`src/rtl/pp_accum_pkg.sv`:
```
// pp_accum_pkg: shared state encoding and limits for the partial-product accumulator.
// Contents: state_t (IDLE/ACC/DONE), MAX_TERMS_DEF default term limit, CNT_W count width.
package pp_accum_pkg;
    typedef enum logic [1:0] {
        ST_IDLE = 2'd0,
        ST_ACC  = 2'd1,
        ST_DONE = 2'd2
    } state_t;
    localparam int MAX_TERMS_DEF = 16;
    localparam int CNT_W         = 5;
endpackage

```
`src/rtl/adder_32bits.sv`:
```
// adder_32bits: 32-bit ripple-style adder with carry-in and carry-out.
// Ports: a, b (operands), ci (carry-in) -> s (sum mod 2^32), co (carry-out).
module adder_32bits (
    input  logic [31:0] a,
    input  logic [31:0] b,
    input  logic        ci,
    output logic [31:0] s,
    output logic        co
);
    assign {co, s} = {1'b0, a} + {1'b0, b} + {32'b0, ci};
endmodule

```
`src/rtl/pp_accum_ctrl.sv`:
```
// pp_accum_ctrl: accumulates a stream of partial-product terms into one 32-bit sum per transaction.
// Ports: i_clk, i_rst_n (sync active-low), i_clr (soft abort);
//        input stream i_in_valid/o_in_ready/i_in_data/i_in_neg/i_in_last;
//        result o_out_valid/i_out_ready/o_out_sum/o_out_carry/o_out_count/o_out_trunc.
module pp_accum_ctrl
    import pp_accum_pkg::*;
#(
    parameter int MAX_TERMS = MAX_TERMS_DEF
) (
    input  logic              i_clk,
    input  logic              i_rst_n,
    input  logic              i_clr,
    input  logic              i_in_valid,
    output logic              o_in_ready,
    input  logic [31:0]       i_in_data,
    input  logic              i_in_neg,
    input  logic              i_in_last,
    output logic              o_out_valid,
    input  logic              i_out_ready,
    output logic [31:0]       o_out_sum,
    output logic              o_out_carry,
    output logic [CNT_W-1:0]  o_out_count,
    output logic              o_out_trunc
);
    state_t             r_state;
    state_t             w_next;
    logic [31:0]        r_acc;
    logic               r_carry;
    logic [CNT_W-1:0]   r_count;
    logic               r_trunc;
    logic [31:0]        w_sum;
    logic               w_co;
    logic               w_beat;
    logic               w_limit;
    logic               w_ack;

    adder_32bits u_add (
        .a  (r_acc),
        .b  (i_in_data),
        .ci (i_in_neg),
        .s  (w_sum),
        .co (w_co)
    );

    assign o_in_ready  = (r_state != ST_DONE);
    assign o_out_valid = (r_state == ST_DONE);
    assign o_out_sum   = r_acc;
    assign o_out_carry = r_carry;
    assign o_out_count = r_count;
    assign o_out_trunc = r_trunc;

    always_comb begin
        w_beat  = i_in_valid && o_in_ready;
        // This beat fills the last available slot.
        w_limit = (r_count + CNT_W'(1)) == CNT_W'(MAX_TERMS);
        w_ack   = (r_state == ST_DONE) && i_out_ready;
        w_next  = r_state;
        if (w_beat)
            w_next = (i_in_last || w_limit) ? ST_DONE : ST_ACC;
        if (w_ack)
            w_next = ST_IDLE;
        if (i_clr)
            w_next = ST_IDLE;
    end

    always_ff @(posedge i_clk) begin
        if (!i_rst_n || i_clr || w_ack) begin
            r_state <= ST_IDLE;
            r_acc   <= '0;
            r_carry <= 1'b0;
            r_count <= '0;
            r_trunc <= 1'b0;
        end else begin
            r_state <= w_next;
            if (w_beat) begin
                r_acc   <= w_sum;
                r_carry <= r_carry | w_co;
                r_count <= r_count + CNT_W'(1);
                r_trunc <= w_limit && !i_in_last;
            end
        end
    end
endmodule
```
`config.mk`:
```
export PLATFORM = sky130hd
export DESIGN_NAME = pp_accum_ctrl
export DESIGN_NICKNAME = d
export VERILOG_FILES = /design/src/rtl/pp_accum_pkg.sv /design/src/rtl/adder_32bits.sv /design/src/rtl/pp_accum_ctrl.sv
export SDC_FILE = /design/constraint.sdc
export NUM_CORES = 1
export LEC_CHECK = 0
export CAP_MARGIN = 20
export CORE_MARGIN = 2
export CORE_UTILIZATION = 59
export CTS_CLUSTER_SIZE = 25
export DETAILED_ROUTE_END_ITERATION = 12
export DONT_BUFFER_PORTS = 1
export GPL_TIMING_DRIVEN = 0
export PLACE_DENSITY = 0.75
export SLEW_MARGIN = 20
export SYNTH_ARGS = -nofsm -noshare
export SYNTH_HDL_FRONTEND = slang
export SYNTH_SLANG_ARGS = --single-unit
```
`constraint.sdc`:
```
create_clock -name i_clk -period 6.6 [get_ports i_clk]
set_input_delay 1.32 -clock i_clk [delete_from_list [all_inputs] [get_ports i_clk]]
set_output_delay 1.32 -clock i_clk [all_outputs]
set_load 0.02 [all_outputs]
```
# ---- Word level (Yosys, flattened, before mapping)
# Cells that the tools add are included.
dict set report classes {
  add_sub_neg 3
  eq_ne 3
  n_mux 1
  bitwise_logic 1
  n_reduce_logical 9
}
# op count
set ops {}
lappend ops {{32-bit by 32-bit adder with 33-bit output} 1}
lappend ops {{33-bit by 1-bit adder with 33-bit output} 1}
lappend ops {{5-bit by 1-bit adder with 5-bit output (second input constant)} 1}
lappend ops {{5-bit equality test (second input constant)} 1}
lappend ops {{1-bit logical AND} 3}
lappend ops {{1-bit logical OR} 3}
lappend ops {{3-bit OR reduction} 1}
lappend ops {{2-bit equality test (second input constant)} 1}
lappend ops {{1-bit logical NOT} 2}
lappend ops {{2-bit two-way mux} 1}
lappend ops {{2-bit != test (second input constant)} 1}
lappend ops {{1-bit bitwise OR} 1}
dict set report word_totals {
  ff_bits 41
  in_bits 39
  out_inout_bits 41
  word_cells 22
}

# ---- Logic depth before layout (Yosys ltp)
# Gate-level depths: netlist (run 1).
dict set report depth {
  depth_word 4
  ltp_mapped 10
  ltp_nobuf 10
}

# ---- By module
# A second synthesis (run 1) with hierarchy kept.
dict set report unflattened {
  hier_cells 451
  area_unflattened_um2 3404.5
}
# mod instances cells_each area_per_inst_um2 seq_area_each_um2
set modules_own_cells {}
lappend modules_own_cells {adder_32bits 1 259 1854.3 0.0}
lappend modules_own_cells {pp_accum_ctrl 1 192 1550.2 820.8}

# ---- Worst setup path before layout (run 1)
# No wires, ideal clock.
dict set report synth_timing {
  path_type {input to register}
  startpoint {input i_in_data[0]}
  endpoint {register r_acc[24] (netlist: o_out_sum[24])}
  setup_ps 117
  t_arrival_ps 3394
  required_time_ps 6483
  path_slack_ps 3089
  path_stages 10
  path_buffers 0
  cell_sequence {fa_1 > inv_1 > fa_1 > and2b_2 > o2111ai_2 > a211oi_2 > o211ai_1 > a21oi_1 > or3_1 > a32o_1}
}
dict set report synth_via {
  elab_chain_cells 2
}
# element line_no
set synth_rtl {}
lappend synth_rtl {{start: declaration} pp_accum_ctrl.sv:15} ;# input logic [31:0] i_in_data,
lappend synth_rtl {{32-bit by 32-bit adder with 33-bit output} adder_32bits.sv:10} ;# assign {co, s} = {1'b0, a} + {1'b0, b} + {32'b0, ci};
lappend synth_rtl {{33-bit by 1-bit adder with 33-bit output} adder_32bits.sv:10}
lappend synth_rtl {{end signal: assignment} pp_accum_ctrl.sv:76} ;# r_acc <= w_sum;
lappend synth_rtl {{end: declaration} pp_accum_ctrl.sv:27} ;# logic [31:0] r_acc;
# Every way passes these cells.
# A chain may end at the register's enable or synchronous reset.

# ---- Worst setup path after layout (run 1)
# Same ends and word-level chain as after synthesis.

==> metrics.md, run 1 <==
| Metric | Value |
|---|---|
| Number of synthesized flops with an enable pin | 0 |
| Antenna violations before repair | 0 |
| Reported leakage power | 1.42 nW |
| Overall track demand over capacity in global routing | 0.273 |
| Antenna violation net count after detailed routing | 0 |
| Layout overhead on the synthesized area | 5.58% |
| Crit share post-route | 0.533 |
| Ranking of synthesized cells by area | dfxtp_1, ha_1, a21oi_1, nand2_1, o21ai_0 |
| Area after detailed placement | 3290 µm² |
| Layout net count | 507 |
| Count of inserted antenna diode cells | 0 |
| CTS clk-pin slew, worst paths | 0.09 ns |
| Gpl congestion | 0.913 |
| Commonest cells after routing, fill and taps aside | nand2_1, a21oi_1, dfxtp_1, nor2_1, ha_1 |
| Count of final setup violators | 0 |
| Floorplan row count | 26 |
| Post-synth net total | 500 |
| Via count of the first global-routing pass | 3012 |
| Async set or reset register ratio after synthesis | 0 |
| Core region area | 5170 µm² |
| Total Negative Setup Slacks | 0 ns |
| Total via count in the routed design | 3135 |
| Min Clock Period, post-route | 3.52 ns |
| Ys flop type | dfxtp_1 |
| Start-to-end type of the worst setup path | in2reg |
| Synthesized area per cell | 7.51 µm² |
| Highest achievable clock rate | 284 MHz |
| Layout Skew | 0.00729 ns |
| H-tree Lvls | 2 |
| Number of instances in the synthesized netlist | 427 |
| CTS tree | built |
| List of cells traversed by the critical path | fa_1 -> inv_1 -> fa_1 -> and2b_2 -> o2111ai_2 -> a211oi_2 -> o211ai_1 -> a21oi_1 -> or3_1 -> a32o_1 |
| Total iterations of the first detailed-routing run | 4 |
| Number of setup buffers added after CTS | 0 |
| Worst Path Buf+Inv | 1 |
| Setup crit start kind | input pin |
| Delay of the slowest cell on the worst path | 0.46 ns |
| Count of unique library cells instantiated by Yosys | 57 |
| Yosys top cell by area | dfxtp_1 |
| Max-slew headroom at the worst pin | 0.584 |
| Hold violation count in the final report | 0 |
| Ratio of cells with drive above 1 in the final layout | 0.0552 |
| Max Cap Viol | 0 |
| Yosys warns | 0 |
| Ports | 80 |
| Tightest Hold Check Type | reg2reg |
| Total routed wirelength | 8.14 mm |
| Register area share after synthesis | 0.256 |
| Commonest non-fill, non-tap cell in the layout | nand2_1 |
| Number of gates resized after cts | 0 |
| Total of buffers placed on input and output ports | 0 |
| Effective utilization at floorplan | 0.620 |
| Summed instance area of the synthesized netlist | 3210 µm² |
| Synthesis-stage register bit count | 41 |
| Unrepaired setup endpoints after global routing | no |
| DRC violations left | 0 |
| Number of buffers created by CTS | 5 |
| Data arrival at the endpoint of the critical path | 3.72 ns |
| Kind of end point of the critical path | flop |
| Full die area | 6040 µm² |
| First-pass GRT wire length | 13.5 mm |
| Delay-heaviest family, CP | compound AO/OA/AOI/OAI gates |
| Iteration-0 DRC count of the detailed router | 173 |
| Power density over the cells | 181 nW/µm² |
| Most Frequent Cell on Critical Path | fa_1 |
| Clock Tree Buf Depth | 2 |
| Later-pin clock latency in the skew report | 0.30 ns |
| Status | finished, final reports clean |
| Die height | 77.7 µm |
| Global-route congestion overflow total | 0 |
| VDD IR-drop max | 93.5 µV |
| Final design instance area without fill | 3380 µm² |
| X dimension of the die | 77.7 µm |
| Clock root cell | clkbuf_8 |
| Top cell type's share of synthesized area | 0.256 |
| Cell at the slowest stage of the critical path | fa_1 |
| Drt via density | 6.21 |
| Post-DP HPWL | 6.41 mm |
| TritonCTS Sinks | 41 |
| Transition at the pin with the smallest max-transition slack | 0.625 ns |
| Number of slew-limit violations in the final report | 0 |
| # hold bufs at CTS | 0 |
| Pin count of the biggest net entering global routing | 15 |
| Peak fanout along the critical path | 3 |
| Post-detailed-route wirelength per cell | 16.1 µm |
| Required time of the critical path | 6.80 ns |
## path summary, 6_finish.rpt
kind                                   start       endpoint  slack (ns)  cells after the start
worst max-delay path            i_in_data[0]  o_out_sum[24]        3.08                     10
worst min-delay path              r_state[0]     r_state[0]        0.53                      2
worst max register to register  o_out_sum[0]  o_out_sum[30]        3.53                     10
worst min register to register    r_state[0]     r_state[0]        0.53                      2
## registers in the layout, summed over array words and instances (netlist names)
name         count
o_out_count      5
o_out_sum       32
o_out_carry      1
r_state          2
o_out_trunc      1
## metal layers
layer,wire (µm),vias to the layer above,GRT usage,share of wire
met5,0,-,0,0
met1,3560,1468,0.338,0.44
li1,-,1553,-,-
met2,3920,106,0.472,0.48
met4,79,0,0.0839,0.0097
met3,581,8,0.0581,0.071
## power by group
part	switching [mW]	internal, mW	total [mW]
clock network	0.0986	0.0743	0.173
registers	0.0237	0.258	0.282
logic	0.0968	0.0614	0.158
## tightest hold or removal path: cells and delay by family (launching register included)
family / cells / cell delay, ns
flops: 1 / 0.33
compound gates: 1 / 0.11
simple gates: 1 / 0.05
## Yosys cell counts, types with 3 or more instances
cell      instances
a211oi_1          3
a21o_1           14
a21oi_1          55
a31oi_1           5
and2_1            3
buf_4             3
clkbuf_1         12
dfxtp_1          41
ha_1             32
inv_1             7
nand2_1          69
nand2b_1          4
nand3_1           6
nand3b_1          3
nand4_1           9
nor2_1           35
nor3_1            8
o211ai_1          4
o21a_1            5
o21ai_0          30
o21bai_1          3
o22ai_1           6
or2_2             3
xnor2_1           8
xor2_1           17
## logic make-up after synthesis
group | Yosys count | share of synthesized area
compound gates | 147 | 0.283
xor+xnor | 25 | 0.0683
fa+ha+maj | 34 | 0.137
buf+inv | 25 | 0.0336
flops | 41 | 0.256
mux | 1 | 0.00312
simple gates | 154 | 0.218
## stage by stage
step           std cells  total power [mW]  hold slack (ns)  setup slack (ns)   util
3_3_place_gp         497             0.439            0.498              2.85  0.637
4_1_cts              505             0.616            0.530              3.12  0.654
2_1_floorplan        427             0.411            0.477              3.09      -
5_1_grt              505             0.646            0.566              3.00  0.654
3_5_place_dp         497             0.443            0.513              2.82  0.637
6_report             505             0.613            0.531              3.08  0.654
## final cells by class
cell class / instances / area [µm²]
Buffer: 18 / 81.3
Clock buffer: 5 / 68.8
Sequential cell: 41 / 821
Inverter: 7 / 26.3
Fill cell: 468 / 1790
Multi-Input combinational cell: 361 / 2280
Tap cell: 70 / 87.6
Clock inverter: 3 / 22.5
(Power assumes the default switching activity.)
==> run 2, diff against run 1 <==
CORE_UTILIZATION = 58   (was 59)
PLACE_DENSITY = 0.76   (was 0.75)
clock period = 2.83 ns   (was 6.6 ns; I/O delays follow)
==> metrics.md, run 2 (same netlist as run 1, synthesis figures left out) <==
| Metric | Value |
|---|---|
| Tightest Hold Check Type | in2reg (was reg2reg) |
| Layout Skew | 0.00538 ns (was 0.00729 ns) |
| Depth of the worst register-to-register path | 10 (unchanged) |
| Via count of the first global-routing pass | 3072 (was 3012) |
| First-pass GRT wire length | 13.9 mm (was 13.5 mm) |
| Total via count in the routed design | 3138 (was 3135) |
| Setup crit start kind | flop (was input pin) |
| Full die area | 6140 µm² (was 6040 µm²) |
| Clock Tree Buf Depth | 2 (unchanged) |
| Layout overhead on the synthesized area | 8.12% (was 5.58%) |
| Drt via density | 6.17 (was 6.21) |
| CTS tree | built (unchanged) |
| Transition at the pin with the smallest max-transition slack | 0.596 ns (was 0.625 ns) |
| Antenna violations before repair | 0 (unchanged) |
| Pin count of the biggest net entering global routing | 15 (unchanged) |
| Number of buffers created by CTS | 5 (unchanged) |
| Later-pin clock latency in the skew report | 0.30 ns (about the same) |
| Overall power consumption | 1.53 mW (was 613 µW) |
| Unrepaired setup endpoints after global routing | no (unchanged) |
| Cell at the slowest stage of the critical path | dfxtp_4 (was fa_1) |
| H-tree Lvls | 2 (unchanged) |
| List of cells traversed by the critical path | fa_2 -> inv_1 -> fa_2 -> and2b_2 -> o2111ai_4 -> a211oi_2 -> o211ai_1 -> a21oi_2 -> or3_1 -> a32o_1 (was fa_1 -> inv_1 -> fa_1 -> and2b_2 -> o2111ai_2 -> a211oi_2 -> o211ai_1 -> a21oi_1 -> or3_1 -> a32o_1) |
| Global-route congestion overflow total | 0 (unchanged) |
| Ports | 80 (unchanged) |
| Count of final setup violators | 0 (unchanged) |
| Power density over the cells | 441 nW/µm² (was 181 nW/µm²) |
| Most Frequent Cell on Critical Path | fa_2 (was fa_1) |
| VDD IR-drop max | 282 µV (was 93.5 µV) |
| Hold depth | 2 (unchanged) |
| Crit share post-route | 0.964 |
| Final Non-Filler Cells | 509 (was 505) |
| Core region area | 5410 µm² (was 5170 µm²) |
| CTS clk-pin slew, worst paths | 0.09 ns (about the same) |
| Antenna violation net count after detailed routing | 0 (unchanged) |
| Overall track demand over capacity in global routing | 0.278 (was 0.273) |
| Count of inserted antenna diode cells | 0 (unchanged) |
| Clock root cell | clkbuf_8 (unchanged) |
| Post-DP HPWL | 6.36 mm (was 6.41 mm) |
| Data arrival at the endpoint of the critical path | 2.93 ns (was 3.72 ns) |
| Highest achievable clock rate | 367 MHz |
| Iteration-0 DRC count of the detailed router | 207 (was 173) |
| Ratio of cells with drive above 1 in the final layout | 0.0732 (was 0.0552) |
| Kind of end point of the critical path | flop (unchanged) |
| Effective utilization at floorplan | 0.593 (was 0.620) |
| Layout net count | 509 (was 507) |
| Number of slew-limit violations in the final report | 0 (unchanged) |
| Start-to-end type of the worst setup path | reg2reg (was in2reg) |
| DRC violations left | 0 (unchanged) |
| Commonest non-fill, non-tap cell in the layout | nand2_1 (unchanged) |
| Floorplan row count | 27 (was 26) |
| Reported leakage power | 1.45 nW (was 1.42 nW) |
| Delay-heaviest family, CP | compound AO/OA/AOI/OAI gates (unchanged) |
| Worst Path Buf+Inv | 1 (unchanged) |
| Commonest cells after routing, fill and taps aside | nand2_1, a21oi_1, dfxtp_1, nor2_1, ha_1 (unchanged) |
| Hold violation count in the final report | 0 (unchanged) |
| Max-slew headroom at the worst pin | 0.602 (was 0.584) |
| Peak fanout along the critical path | 3 (unchanged) |
| CP Depth | 10 (unchanged) |
| Total of buffers placed on input and output ports | 0 (unchanged) |
| Required time of the critical path | 3.03 ns (was 6.80 ns) |
| Max Cap Viol | 0 (unchanged) |
| Total routed wirelength | 8.22 mm (was 8.14 mm) |
| TritonCTS Sinks | 41 (unchanged) |
| Status | finished, final reports clean (unchanged) |
| Delay of the slowest cell on the worst path | 0.38 ns (was 0.46 ns) |
| Gpl congestion | 0.926 (was 0.913) |
| Cell Count Post-Placement | 499 (was 497) |
| Total iterations of the first detailed-routing run | 4 (unchanged) |
| Die height | 78.3 µm (was 77.7 µm) |
| Min Clock Period, post-route | 2.73 ns |
| Post-detailed-route wirelength per cell | 16.2 µm (was 16.1 µm) |
| Largest register FFs | 32 (unchanged) |
| X dimension of the die | 78.3 µm (was 77.7 µm) |
[run 2: cell types whose count changed in the layout (fill, tap and decap cells not counted), sizes merged]
cell,change
clkinvlp,-2
buf,+2
clkinv,+1
bufinv,+1
[run 2: repair_timing]
item | in CTS | in global routing
hold endpoints to repair | 0 | 0
buffers inserted | 1 | 1
pin swaps | 2 | 4
resized for setup | 1 | 8
endpoints found under the setup margin | 1 | 2
hold buffers | 0 | 0
[run 2: power breakdown]
part           total (mW)  switching, mW  internal [mW]
clock               0.496          0.231          0.264
sequential          0.657         0.0550          0.602
combinational       0.377          0.231          0.146
total                1.53          0.518           1.01
[run 2: final cells by class]
class                           count  area (µm²)
Buffer                             18        81.3
Clock buffer                        5        68.8
Clock inverter                      3        46.3
Fill cell                         508        1940
Inverter                            7        26.3
Multi-Input combinational cell    361        2310
Sequential cell                    41         826
Tap cell                           72        90.1
Timing Repair Buffer                2        15.0
[run 2: final timing paths]
path / startpoint / to / slack, ns
min: i_in_valid / r_state[0] / 0.47
max reg2reg: o_out_sum[0] / o_out_sum[24] / 0.10
max: o_out_sum[0] / o_out_sum[24] / 0.10
min reg2reg: o_out_sum[0] / o_out_sum[0] / 0.53
[run 2: metal layers]
metal  vias to the layer above  wire length (µm)  track usage
li1                       1555                 -            -
met1                      1467              3570        0.341
met3                        17               489       0.0655
met2                        99              4000        0.476
met4                         0               163       0.0982
met5                         -                 0            0
[run 2: per-stage QoR]
| step | hold slack (ns) | utilization | setup TNS (ns) | worst slack, ns | instance area (µm²) |
|---|---|---|---|---|---|
| floorplan | 0.477 | - | 0 | 0.0727 | 3210 |
| global placement | 0.497 | 0.610 | -0.411 | -0.176 | 3300 |
| detailed placement | 0.521 | 0.610 | -0.400 | -0.161 | 3300 |
| CTS | 0.463 | 0.633 | 0 | 0.0390 | 3420 |
| global route | 0.481 | 0.641 | 0 | 0.00327 | 3470 |
| finish | 0.471 | 0.641 | 0 | 0.102 | 3470 |
==> run 3, diff against run 2 <==
CORE_MARGIN = 3   (was 2)
SYNTH_HIERARCHICAL = 1   (was not set)
==> metrics.md, run 3 <==
| Metric | Value |
|---|---|
| Drt via density | 6.23 (was 6.17) |
| Async set or reset register ratio after synthesis | 0 (unchanged) |
| Iteration-0 DRC count of the detailed router | 205 (was 207) |
| Final Non-Filler Cells | 537 (was 509) |
| Share of the core filled with cells | 0.676 (was 0.641) |
| Commonest cells after routing, fill and taps aside | nand2_1, a21oi_1, dfxtp_1, ha_1, nor2_1 (was nand2_1, a21oi_1, dfxtp_1, nor2_1, ha_1) |
| Post-synth net total | 525 (was 500) |
| Launch point of the worst reg-to-reg path | o_out_sum[0] (unchanged) |
| Synthesized area per cell | 7.55 µm² (was 7.51 µm²) |
| Min Clock Period, post-route | 2.86 ns (was 2.73 ns) |
| Register area share after synthesis | 0.241 (was 0.256) |
| Total iterations of the first detailed-routing run | 5 (was 4) |
| Total via count in the routed design | 3344 (was 3138) |
| Global-route congestion overflow total | 0 (unchanged) |
| Worst hold-check slack | 0.394 ns (was 0.471 ns) |
| X dimension of the die | 82.6 µm (was 78.3 µm) |
| Yosys warns | 6 (was 0) |
| Overall track demand over capacity in global routing | 0.249 (was 0.278) |
| Violated checks | setup timing |
| Effective utilization at floorplan | 0.607 (was 0.593) |
| Ys flop type | dfxtp_1 (unchanged) |
| Number of buffers created by CTS | 5 (unchanged) |
| Full die area | 6830 µm² (was 6140 µm²) |
| Antenna violation net count after detailed routing | 0 (unchanged) |
| Final design instance area without fill | 3790 µm² (was 3470 µm²) |
| Crit share post-route | 1.01 (was 0.964) |
| Setup crit end | o_out_carry (was o_out_sum[24]) |
| First-pass GRT wire length | 13.3 mm (was 13.9 mm) |
| Ranking of synthesized cells by area | dfxtp_1, ha_1, nand2_1, a21oi_1, xor2_1 (was dfxtp_1, ha_1, a21oi_1, nand2_1, o21ai_0) |
| Synthesis-stage register bit count | 41 (unchanged) |
| Clock root cell | clkbuf_8 (unchanged) |
| Largest register FFs | 32 (unchanged) |
| Yosys top cell by area | dfxtp_1 (unchanged) |
| Cell Count Post-Placement | 523 (was 499) |
| Count of final setup violators | 2 (was 0) |
| Max Cap Viol | 0 (unchanged) |
| Highest achievable clock rate | 349 MHz (was 367 MHz) |
| Total of buffers placed on input and output ports | 0 (unchanged) |
| Total routed wirelength | 8.89 mm (was 8.22 mm) |
| Area after detailed placement | 3500 µm² (was 3300 µm²) |
| Layout Skew | 0.0103 ns (was 0.00538 ns) |
| Reported leakage power | 1.61 nW (was 1.45 nW) |
| Overall power consumption | 1.50 mW (was 1.53 mW) |
| Number of instances in the synthesized netlist | 451 (was 427) |
| TritonCTS Sinks | 41 (unchanged) |
| Tightest Hold Check Type | in2reg (unchanged) |
| Die height | 82.6 µm (was 78.3 µm) |
| Clock Tree Buf Depth | 2 (unchanged) |
| Post-DP HPWL | 6.59 mm (was 6.36 mm) |
| Via count of the first global-routing pass | 2964 (was 3072) |
| Ports | 80 (unchanged) |
| Number of synthesized flops with an enable pin | 0 (unchanged) |
| Layout overhead on the synthesized area | 11.4% (was 8.12%) |
| Pin count of the biggest net entering global routing | 16 (was 15) |
| Ratio of cells with drive above 1 in the final layout | 0.133 (was 0.0732) |
| Floorplan row count | 27 (unchanged) |
| Core region area | 5610 µm² (was 5410 µm²) |
| Count of inserted antenna diode cells | 0 (unchanged) |
| Transition at the pin with the smallest max-transition slack | 0.583 ns (was 0.596 ns) |
| VDD IR-drop max | 285 µV (was 282 µV) |
| CTS clk-pin slew, worst paths | 0.09 ns (about the same) |
| Summed instance area of the synthesized netlist | 3400 µm² (was 3210 µm²) |
| H-tree Lvls | 2 (unchanged) |
| Commonest non-fill, non-tap cell in the layout | nand2_1 (unchanged) |
| Most common cell in the synthesized netlist | nand2_1 (unchanged) |
| Max-slew headroom at the worst pin | 0.612 (was 0.602) |
| Setup crit start kind | flop (unchanged) |
| # hold bufs at CTS | 0 (unchanged) |
| Antenna violations before repair | 0 (unchanged) |
| Power density over the cells | 396 nW/µm² (was 441 nW/µm²) |
| Status | complete, but fails checks (was finished, final reports clean) |
| Layout net count | 538 (was 509) |
| CTS tree | built (unchanged) |
| Depth of the worst register-to-register path | 11 (was 10) |
| Start point of the critical path | o_out_sum[0] (unchanged) |
| Required time of the critical path | 3.01 ns (was 3.03 ns) |
| Register-to-register path setup slack | -0.03 ns (was 0.10 ns) |
| Gpl congestion | 0.929 (was 0.926) |
| Worst flop-to-flop path endpoint | o_out_carry (was o_out_sum[24]) |
| Later-pin clock latency in the skew report | 0.31 ns (was 0.30 ns) |
| Hold violation count in the final report | 0 (unchanged) |
| DRC violations left | 0 (unchanged) |
| Top cell type's share of synthesized area | 0.241 (was 0.256) |
| Unrepaired setup endpoints after global routing | yes (was no) |
| Data arrival at the endpoint of the critical path | 3.05 ns (was 2.93 ns) |
| Final worst-path setup slack | -0.0343 ns (was 0.102 ns) |
| Most common library cells after synthesis | nand2_1, a21oi_1, dfxtp_1 (unchanged) |
| Count of unique library cells instantiated by Yosys | 61 (was 57) |
| Start-to-end type of the worst setup path | reg2reg (unchanged) |
| Peak fanout along the critical path | 4 (was 3) |
| Post-detailed-route wirelength per cell | 16.6 µm (was 16.2 µm) |
| Number of slew-limit violations in the final report | 0 (unchanged) |
| Kind of end point of the critical path | flop (unchanged) |
[run 3: worst min path at each step]
stage | start | endpoint | slack [ns] | cells after the start
after CTS | i_in_last | r_state[1] | 0.39 | 1
after global routing | i_in_last | r_state[1] | 0.40 | 1
after global placement | r_state[0] | r_state[0] | 0.52 | 2
final | i_in_last | r_state[1] | 0.39 | 1
after detailed placement | r_state[0] | r_state[0] | 0.55 | 2
after floorplan | r_state[0] | r_state[0] | 0.51 | 2
[run 3: cell families after synthesis]
kind of cell / after synthesis / synth area share
AOI/OAI and AO/OA: 145 / 0.272
xor gates and xnor gates: 30 / 0.0772
adders and majority gates: 35 / 0.133
buffers and inverters: 29 / 0.0426
DFF: 41 / 0.241
muxes: 1 / 0.00294
and+or+nand+nor: 170 / 0.231
[run 3: report_power, final]
| part | switching, mW | internal (mW) |
|---|---|---|
| clock network | 0.238 | 0.180 |
| registers | 0.0471 | 0.599 |
| logic | 0.265 | 0.173 |
[run 3: critical path, cell delays in order, from the launching register on]
cell and delay [ns]:
dfxtp_4 0.39, fa_2 0.38, fa_2 0.39, a21oi_4 0.19, o32ai_4 0.12, o211ai_2 0.29, a21o_1 0.23, o21ai_4 0.08
a21o_1 0.21, a211o_1 0.30, a21oi_2 0.11, nor2_1 0.04
[run 3: what timing repair did]
action | CTS | global route
buffers inserted | 2 | 4
pin swaps | 3 | 9
hold endpoints to repair | 0 | 0
resized for setup | 4 | 26
endpoints found under the setup margin | 12 | 10
[run 3: area by class of cell]
| type | count | area, µm² |
|---|---|---|
| repair buffers | 6 | 45.0 |
| multi-input cells | 381 | 2590 |
| clock buffers | 5 | 68.8 |
| plain buffers | 18 | 105 |
| well taps | 72 | 90.1 |
| flip-flops and latches | 41 | 830 |
| fillers | 497 | 1810 |
| clock inverters | 3 | 25.0 |
| inverters | 11 | 41.3 |
[run 3: stage by stage]
step | worst slack [ns] | setup TNS [ns]
6_report | -0.0343 | -0.0379
5_1_grt | -0.108 | -0.466
4_1_cts | 0.0118 | 0
3_5_place_dp | -0.313 | -2.12
3_3_place_gp | -0.304 | -1.81
2_1_floorplan | -0.0178 | -0.0178
[run 3: layer usage]
metal	up-vias	part of all wire	wire length, µm	GRT usage
met3	15	0.055	490	0.0499
met2	120	0.50	4440	0.434
li1	1628	-	-	-
met5	-	0	0	0
met1	1581	0.43	3850	0.309
met4	0	0.012	105	0.0719
